==> config.mk <==
export PLATFORM = sky130hd
export DESIGN_NAME = alu_uart_ctrl_flat
export DESIGN_NICKNAME = d
export VERILOG_FILES = /design/src/rtl/alu_uart_ctrl_if.sv /design/src/rtl/alu_uart_ctrl.sv /design/src/flat_wrapper.sv
export SDC_FILE = /design/constraint.sdc
export NUM_CORES = 1
export LEC_CHECK = 0
export CORE_MARGIN = 1
export CORE_UTILIZATION = 40
export CTS_CLUSTER_SIZE = 10
export DETAILED_ROUTE_END_ITERATION = 16
export GPL_TIMING_DRIVEN = 0
export PLACE_DENSITY = 0.78
export SLEW_MARGIN = 30
export SYNTH_ARGS = -nofsm -noshare
export SYNTH_HDL_FRONTEND = slang
export SYNTH_SLANG_ARGS = --single-unit
export TNS_END_PERCENT = 1
==> constraint.sdc <==
create_clock -name clk -period 1.9 [get_ports clk]
set_input_delay 0.285 -clock clk [delete_from_list [all_inputs] [get_ports clk]]
set_output_delay 0.285 -clock clk [all_outputs]
set_load 0.02 [all_outputs]
==> src/rtl/alu_uart_ctrl_if.sv <==
// UART FIFO handshake bundle between the ALU controller (master) and the RX/TX FIFOs (slave).
interface alu_uart_ctrl_if #(
  parameter int unsigned size = 8
);
  logic            rx_empty;
  logic [size-1:0] r_data;
  logic            rd_uart;
  logic            tx_full;
  logic [size-1:0] w_data;
  logic            wr_uart;

  modport master (
    input  rx_empty, r_data, tx_full,
    output rd_uart, w_data, wr_uart
  );

  modport slave (
    output rx_empty, r_data, tx_full,
    input  rd_uart, w_data, wr_uart
  );
endinterface

==> src/rtl/alu_uart_ctrl.sv <==
// Collects A, B, OP bytes from the UART RX FIFO, runs them through an external ALU
// and pushes the result byte to the TX FIFO; aborts a stalled frame after TIMEOUT cycles.
module alu_uart_ctrl #(
  parameter int unsigned size    = 8,
  parameter int unsigned TIMEOUT = 50000
) (
  input  logic                clk,
  input  logic                reset,
  alu_uart_ctrl_if.master     uart,
  output logic [size-1:0]     alu_a,
  output logic [size-1:0]     alu_b,
  output logic [5:0]          alu_op,
  input  logic [size-1:0]     alu_res,
  output logic [size-1:0]     leds,
  output logic                err,
  output logic [7:0]          op_count
);

  localparam int unsigned CNT_W = (TIMEOUT > 2) ? $clog2(TIMEOUT) : 1;

  typedef enum logic [2:0] {
    RX_A,
    RX_B,
    RX_OP,
    EXEC,
    TX
  } state_t;

  state_t           state, state_nxt;
  logic [CNT_W-1:0] tmo_cnt, tmo_cnt_nxt;
  logic [size-1:0]  result;
  logic             pop, push, tmo_hit;

  // Next state, FIFO strobes and idle-timeout bookkeeping.
  always_comb begin
    state_nxt   = state;
    tmo_cnt_nxt = '0;
    pop         = 1'b0;
    push        = 1'b0;
    tmo_hit     = 1'b0;
    case (state)
      RX_A: begin
        if (!uart.rx_empty) begin
          pop       = 1'b1;
          state_nxt = RX_B;
        end
      end
      RX_B, RX_OP: begin
        // An arriving byte takes priority over an expiring timeout.
        if (!uart.rx_empty) begin
          pop       = 1'b1;
          state_nxt = (state == RX_B) ? RX_OP : EXEC;
        end else if (tmo_cnt == CNT_W'(TIMEOUT - 2)) begin
          tmo_hit   = 1'b1;
          state_nxt = RX_A;
        end else begin
          tmo_cnt_nxt = tmo_cnt + CNT_W'(1);
        end
      end
      EXEC: state_nxt = TX;
      TX: begin
        if (!uart.tx_full) begin
          push      = 1'b1;
          state_nxt = RX_A;
        end
      end
      default: state_nxt = RX_A;
    endcase
    // No FIFO traffic while reset is held.
    if (reset) begin
      pop  = 1'b0;
      push = 1'b0;
    end
  end

  // State, operand, result and counter registers.
  always_ff @(posedge clk) begin
    if (reset) begin
      state    <= RX_A;
      tmo_cnt  <= '0;
      alu_a    <= '0;
      alu_b    <= '0;
      alu_op   <= '0;
      result   <= '0;
      op_count <= '0;
      err      <= 1'b0;
    end else begin
      state   <= state_nxt;
      tmo_cnt <= tmo_cnt_nxt;
      err     <= tmo_hit;
      if (pop) begin
        case (state)
          RX_A:    alu_a  <= uart.r_data;
          RX_B:    alu_b  <= uart.r_data;
          RX_OP:   alu_op <= uart.r_data[5:0];
          default: ;
        endcase
      end
      if (state == EXEC) result <= alu_res;
      if (push) op_count <= op_count + 8'd1;
    end
  end

  assign uart.rd_uart = pop;
  assign uart.wr_uart = push;
  assign uart.w_data  = result;
  assign leds         = result;

endmodule

==> src/flat_wrapper.sv <==
// flat-port wrapper written by rule: the top's interface ports become plain ports
module alu_uart_ctrl_flat 
#(
  parameter int unsigned size    = 8,
  parameter int unsigned TIMEOUT = 50000
)
  (clk, reset, alu_a, alu_b, alu_op, alu_res, leds, err, op_count, uart_rx_empty, uart_r_data, uart_tx_full, uart_rd_uart, uart_w_data, uart_wr_uart);
  alu_uart_ctrl_if #(.size(size)) uart_i ();
  input  logic clk;
  input  logic reset;
  output logic [size-1:0] alu_a;
  output logic [size-1:0] alu_b;
  output logic [5:0] alu_op;
  input  logic [size-1:0] alu_res;
  output logic [size-1:0] leds;
  output logic err;
  output logic [7:0] op_count;
  input wire logic [$bits(uart_i.rx_empty)-1:0] uart_rx_empty;
  input wire logic [$bits(uart_i.r_data)-1:0] uart_r_data;
  input wire logic [$bits(uart_i.tx_full)-1:0] uart_tx_full;
  output wire logic [$bits(uart_i.rd_uart)-1:0] uart_rd_uart;
  output wire logic [$bits(uart_i.w_data)-1:0] uart_w_data;
  output wire logic [$bits(uart_i.wr_uart)-1:0] uart_wr_uart;
  assign uart_i.rx_empty = uart_rx_empty;
  assign uart_i.r_data = uart_r_data;
  assign uart_i.tx_full = uart_tx_full;
  assign uart_rd_uart = uart_i.rd_uart;
  assign uart_w_data = uart_i.w_data;
  assign uart_wr_uart = uart_i.wr_uart;
  alu_uart_ctrl #(.size(size), .TIMEOUT(TIMEOUT)) u_core (.clk(clk), .reset(reset), .uart(uart_i), .alu_a(alu_a), .alu_b(alu_b), .alu_op(alu_op), .alu_res(alu_res), .leds(leds), .err(err), .op_count(op_count));
endmodule
* Yosys cells after proc, flatten, opt, wreduce, memory -nomap -nowiden
Index checks and enable logic that the tools add are counted.
Widths: inputs -> output; s select.
** Cells by class
- Reduce and logical (&&, ||, !) cells :: 9
- Equality and inequality tests :: 8
- Mux-type cells :: 13
- Bitwise operators :: 2
- $add $sub $neg :: 2
** Operators with widths (number)
- $add 16x1->16 const B :: 1
- $eq 16x16->1 const B :: 1
- $mux 3 :: 4
- $pmux 3 s4 :: 1
- $add 8x1->8 const B :: 1
- $mux 1 :: 8
- $eq 3x2->1 const B :: 2
- $reduce_and 2->1 :: 3
- $reduce_or 3->1 :: 2
- $ne 2x2->1 const B :: 2
- $reduce_or 4->1 :: 1
- $eq 3x1->1 const B :: 1
- $eq 3x3->1 const B :: 1
- $logic_not 3->1 :: 1
- $ne 3x2->1 const B :: 1
- $reduce_and 3->1 :: 1
- $not 1->1 :: 2
- $reduce_or 2->1 :: 1
** Storage, ports and cells
- Word-level logic and storage cells :: 42
- Bits of input ports :: 20
- Output and inout port bits :: 49
- Bits in registers :: 58

* Logic depth before layout (Yosys ltp)
- Depth in word-level cells :: 5
- Mapped depth :: 8
- Depth with buffers taken out :: 6

* Worst setup path after synthesis
No wires, ideal clock.
- Path type :: input port to output port
- Start point :: input port reset
- End point :: output port uart_rd_uart
- Arrival time :: 1281 ps
- Required time :: 1615 ps
- Path buffers :: 2
- Stages on the path :: 4
- Slack :: 334 ps
- Cell sequence :: clkbuf_1 nor3_2 clkbuf_1 and2_1
** On the way
- Word-level cells in the longest chain between the ends :: 1
** RTL lines
- start, declared :: line flat_wrapper.sv:10 : input logic reset;
- $mux 1 :: line alu_uart_ctrl.sv:70 : if (reset) begin
- end, declared :: line flat_wrapper.sv:21 : output wire logic [$bits(uart_i.rd_uart)-1:0] uart_rd_uart;
No other way between the ends.

* Worst setup path after layout
- Start point :: input port uart_tx_full
- End point :: output port uart_wr_uart
** On the way
- Word-level cells in the longest chain between the ends :: 3
** RTL lines
- start, declared :: line flat_wrapper.sv:20 : input wire logic [$bits(uart_i.tx_full)-1:0] uart_tx_full;
- $mux 1 :: line alu_uart_ctrl.sv:62 : if (!uart.tx_full) begin
- $mux 1 :: line alu_uart_ctrl.sv:41 : case (state)
- $mux 1 :: line alu_uart_ctrl.sv:70
- end, declared :: line flat_wrapper.sv:23 : output wire logic [$bits(uart_i.wr_uart)-1:0] uart_wr_uart;
No other way between the ends.

==> Flow_metrics.wiki <==
{| class="wikitable"
! Metric !! Value
|-
| Run status || complete, no violations
|-
| Commonest register cell after synthesis || sky130_fd_sc_hd__dfxtp_1
|-
| Startpoint types || input pin
|-
| Number of vias after detailed routing || ~2.2k
|-
| N_diodes || 0
|-
| CTS tree || done
|-
| GR Util met3 || 0.0446
|-
| Most heavily used metal layer in global routing || met2
|-
| Crit path time final || 1.80 ns
|-
| Aggregate global-route resource usage || 0.193
|-
| Number of warnings issued by yosys || 0
|-
| Number of buffers on the longest clock path || 2
|-
| Post-synth design cell area || 0.00240 mm²
|-
| Top-level I/O count || a little under 70
|-
| Standard cell with the maximum stage delay on the critical path || sky130_fd_sc_hd__clkdlybuf4s50_1
|-
| Maximum fanout encountered on the critical timing path || 6
|-
| Initial antenna violation count || 0
|-
| GPL Wtd Cong || approximately 0.85
|-
| Clock root buffer || sky130_fd_sc_hd__clkbuf_8
|-
| Via count of the first global-routing pass || approximately 2.1k
|-
| IR drop worst, VDD || 688 µV
|-
| DIE HEIGHT || 79.5 µm
|-
| Hold Vio Cnt, Final || 0
|-
| Sum of negative setup slack || 0 ns
|-
| Sequential cell area || about 0.0012 mm²
|-
| RSZ-0062 raised after global routing || false
|-
| Global-route wire length before repair || approximately 9.5 mm
|-
| Critical Path AT || around 1.5 ns
|-
| Proportion of register bits with asynchronous set or reset after synthesis || 0
|-
| Finished layout cell area || between 0.003 and 0.004 mm²
|-
| Routing usage on met2 || 0.299
|-
| Final setup fails || 0
|-
| Input/output buffers || 67
|-
| Core outline area || about 0.0056 mm²
|-
| Share of cells above drive strength 1 || 0.105
|-
| Final Cycle Share || 0.946
|-
| Actual slew at the worst max-slew pin || between 0.5 and 0.6 ns
|-
| Synthesized flop and latch total || 58
|-
| First drt pass iteration count || 5
|-
| Number of nets in the synthesized netlist || 309
|-
| Maximum frequency from static timing analysis || between 500 and 600 MHz
|-
| Pins Over Slew Limit || 0
|-
| Footprint of the multi-input gates || about 0.0011 mm²
|-
| Max-cap viol count || 0
|-
| Power density over the cells || 839 mW/mm²
|-
| Worst slew margin || 0.612
|-
| Insertion delay to the later sink of the worst-skew pair || 0.33 ns
|-
| Cell count after synthesis || roughly 290
|-
| Total CTS buffers || 9
|-
| Number of sinks on the clock net || 58
|-
| Area after detailed placement || ~0.0032 mm²
|-
| Initial DRC count || roughly 120
|-
| Buffer and inverter count on the worst path || 3
|-
| Critical-path cell list || clkdlybuf4s50_1, nor2_2, nand2_1, inv_1, dlygate4sd2_1
|-
| Routed Antenna Nets || 0
|-
| Nets || 388
|-
| Count of unique library cells instantiated by Yosys || 39
|-
| Number of fill cells || 485
|-
| Wire length after detailed routing || between 5 and 6 mm
|-
| Maximum number of pins on one net before global-route repair || 11
|-
| Per-cell via count in the routed design || between 5 and 6
|-
| Inst Count DP || between 400 and 500
|-
| Top Family by Delay on Critical Path || buffers and inverters
|-
| Count of standard-cell rows || 27
|-
| Clk slew on worst S/H paths || roughly 0.070 ns
|-
| Area growth from synthesis to layout || 43.4%
|-
| CP Class || input pin to primary output
|-
| Die Span X || a little under 80 µm
|-
| Path type of the worst min-delay path || flop to flop
|-
| Crit path largest cell delay || 0.45 ns
|-
| Final instance count without filler cells || between 400 and 500
|-
| Avg WL per Cell || 12.8 µm
|-
| Share of the yosys chip area belonging to registers || 0.483
|-
| DRC viols || 0
|-
| CTS H-tree depth || 3
|-
| EDFF count, synth || 0
|-
| Leakage power of the design || between 1 and 1.5 nW
|-
| Half-perimeter wire length after detailed placement || between 4 and 5 mm
|-
| CP Capture Type || primary output
|-
| Critical path required time || 1.62 ns
|-
| Starting Density || 0.426
|-
| Worst-case clock skew || 0.00495 ns
|-
| Sum of overflow across all layers after global routing || 0
|-
| Met1 track demand over resource in global routing || 0.245
|-
| Cts-stage hold buffer count || 0
|-
| DIE AREA || about 0.0063 mm²
|-
| Average size of a mapped cell || about 8.4 µm²
|}
[layout make-up]
| cell class | count | area share |
|---|---|---|
| Sequential cell | 58 | 0.337 |
| Multi-Input combinational cell | 206 | 0.331 |
| Timing Repair Buffer | 69 | 0.199 |
| Clock buffer | 11 | 0.0440 |
| Buffer | 19 | 0.0312 |
| Clock inverter | 5 | 0.0291 |
| Tap cell | 72 | 0.0262 |
| Inverter | 2 | 0.00218 |
[cells in the mapped netlist (2+ instances only)]
library cell	count	share of area
sky130_fd_sc_hd__clkbuf_1	7	0.011
sky130_fd_sc_hd__nand2b_1	4	0.010
sky130_fd_sc_hd__ha_1	3	0.016
sky130_fd_sc_hd__and3_1	2	0.0052
sky130_fd_sc_hd__or3_1	2	0.0052
sky130_fd_sc_hd__xnor2_1	5	0.018
sky130_fd_sc_hd__mux2i_1	2	0.0083
sky130_fd_sc_hd__nand3_1	31	0.065
sky130_fd_sc_hd__dfxtp_1	58	0.48
sky130_fd_sc_hd__buf_2	2	0.0042
sky130_fd_sc_hd__nand2_1	50	0.078
sky130_fd_sc_hd__and2_1	2	0.0052
sky130_fd_sc_hd__o21ai_0	3	0.0062
sky130_fd_sc_hd__buf_1	3	0.0047
sky130_fd_sc_hd__nor2_1	29	0.045
sky130_fd_sc_hd__inv_1	2	0.0031
sky130_fd_sc_hd__nand4_1	6	0.016
sky130_fd_sc_hd__xor2_1	12	0.044
sky130_fd_sc_hd__and4_1	3	0.011
sky130_fd_sc_hd__a21oi_1	33	0.069
sky130_fd_sc_hd__buf_4	8	0.025
sky130_fd_sc_hd__nor2b_1	2	0.0052
[per-stage QoR]
| stage | setup WS [ns] | hold slack [ns] | util | total power [mW] |
|---|---|---|---|---|
| 4_1_cts | 0.101 | 0.458 | 0.611 | 2.91 |
| 5_1_grt | 0.0345 | 0.482 | 0.611 | 3.00 |
| 2_1_floorplan | 0.334 | 0.421 | - | 1.39 |
| 3_3_place_gp | -0.736 | 0.443 | 0.561 | 1.49 |
| 3_5_place_dp | -0.748 | 0.449 | 0.561 | 1.49 |
| 6_report | 0.103 | 0.458 | 0.611 | 2.89 |
[cells by family after synthesis]
logic type                 synth area share
AOI/OAI and AO/OA                    0.0870
xor gates and xnor gates             0.0620
adders and majority gates            0.0156
buffers and inverters                0.0479
DFF                                   0.483
muxes                               0.00833
and+or+nand+nor                       0.296
[worst paths after layout]
kind | start | to | slack, ns | cells past startpoint
max | uart_tx_full | uart_wr_uart | 0.10 | 5
min | u_core.alu_a[5] | u_core.alu_a[5] | 0.46 | 2
max reg2reg | u_core.state[0] | u_core.tmo_cnt[3] | 0.22 | 6
min reg2reg | u_core.alu_a[5] | u_core.alu_a[5] | 0.46 | 2
[worst reg2reg max path, delay by kind of cell (launching register included)]
kind / cells / cell delay [ns]
AO/OA/AOI/OAI: 1 / 0.22
buffers and inverters: 2 / 0.45
flip-flops: 1 / 0.46
AND/OR/NAND/NOR: 3 / 0.43
[registers in the layout (all words and copies together) (netlist names)]
name / cells
u_core.alu_a: 8
u_core.alu_b: 8
u_core.state: 3
u_core.leds: 8
u_core.op_count: 8
u_core.err: 1
u_core.tmo_cnt: 16
u_core.alu_op: 6
[layout by cell type (no fill, tap or decap), types with 2 or more instances in the layout]
cell,netlist,routed
sky130_fd_sc_hd__and4_1,3,3
sky130_fd_sc_hd__and2_1,2,2
sky130_fd_sc_hd__dlygate4sd2_1,0,2
sky130_fd_sc_hd__nand3_1,31,31
sky130_fd_sc_hd__nand2b_1,4,4
sky130_fd_sc_hd__nor2b_1,2,2
sky130_fd_sc_hd__nand2_1,50,50
sky130_fd_sc_hd__a21oi_1,33,33
sky130_fd_sc_hd__o21ai_0,3,3
sky130_fd_sc_hd__dfxtp_1,58,57
sky130_fd_sc_hd__buf_1,3,3
sky130_fd_sc_hd__buf_4,8,10
sky130_fd_sc_hd__buf_2,2,2
sky130_fd_sc_hd__clkbuf_8,0,11
sky130_fd_sc_hd__and3_1,2,2
sky130_fd_sc_hd__xor2_1,12,12
sky130_fd_sc_hd__clkbuf_1,7,5
sky130_fd_sc_hd__ha_1,3,3
sky130_fd_sc_hd__nor2_1,29,28
sky130_fd_sc_hd__inv_1,2,2
sky130_fd_sc_hd__clkinv_2,0,2
sky130_fd_sc_hd__mux2i_1,2,2
sky130_fd_sc_hd__xnor2_1,5,5
sky130_fd_sc_hd__bufinv_16,0,3
sky130_fd_sc_hd__or3_1,2,2
sky130_fd_sc_hd__nand4_1,6,6
sky130_fd_sc_hd__clkdlybuf4s50_1,0,64
[power breakdown]
part           switching [mW]  internal (mW)
logic                   0.120         0.0999
clock network           0.477          0.938
registers              0.0174           1.24
[timing repair]
item                                    4_1_cts  5_1_grt
setup buffers                                 2        0
gates resized for setup                      11        0
pin swaps                                     1        0
gates cloned                                  0        0
endpoints found under the setup margin        2       10
[layer usage]
layer | vias to the layer above | part of all wire
met5 | - | 0
met4 | 0 | 0.020
met3 | 15 | 0.058
met2 | 67 | 0.45
met1 | 1013 | 0.47
li1 | 1130 | -
Power figures use the tool's default switching activity.
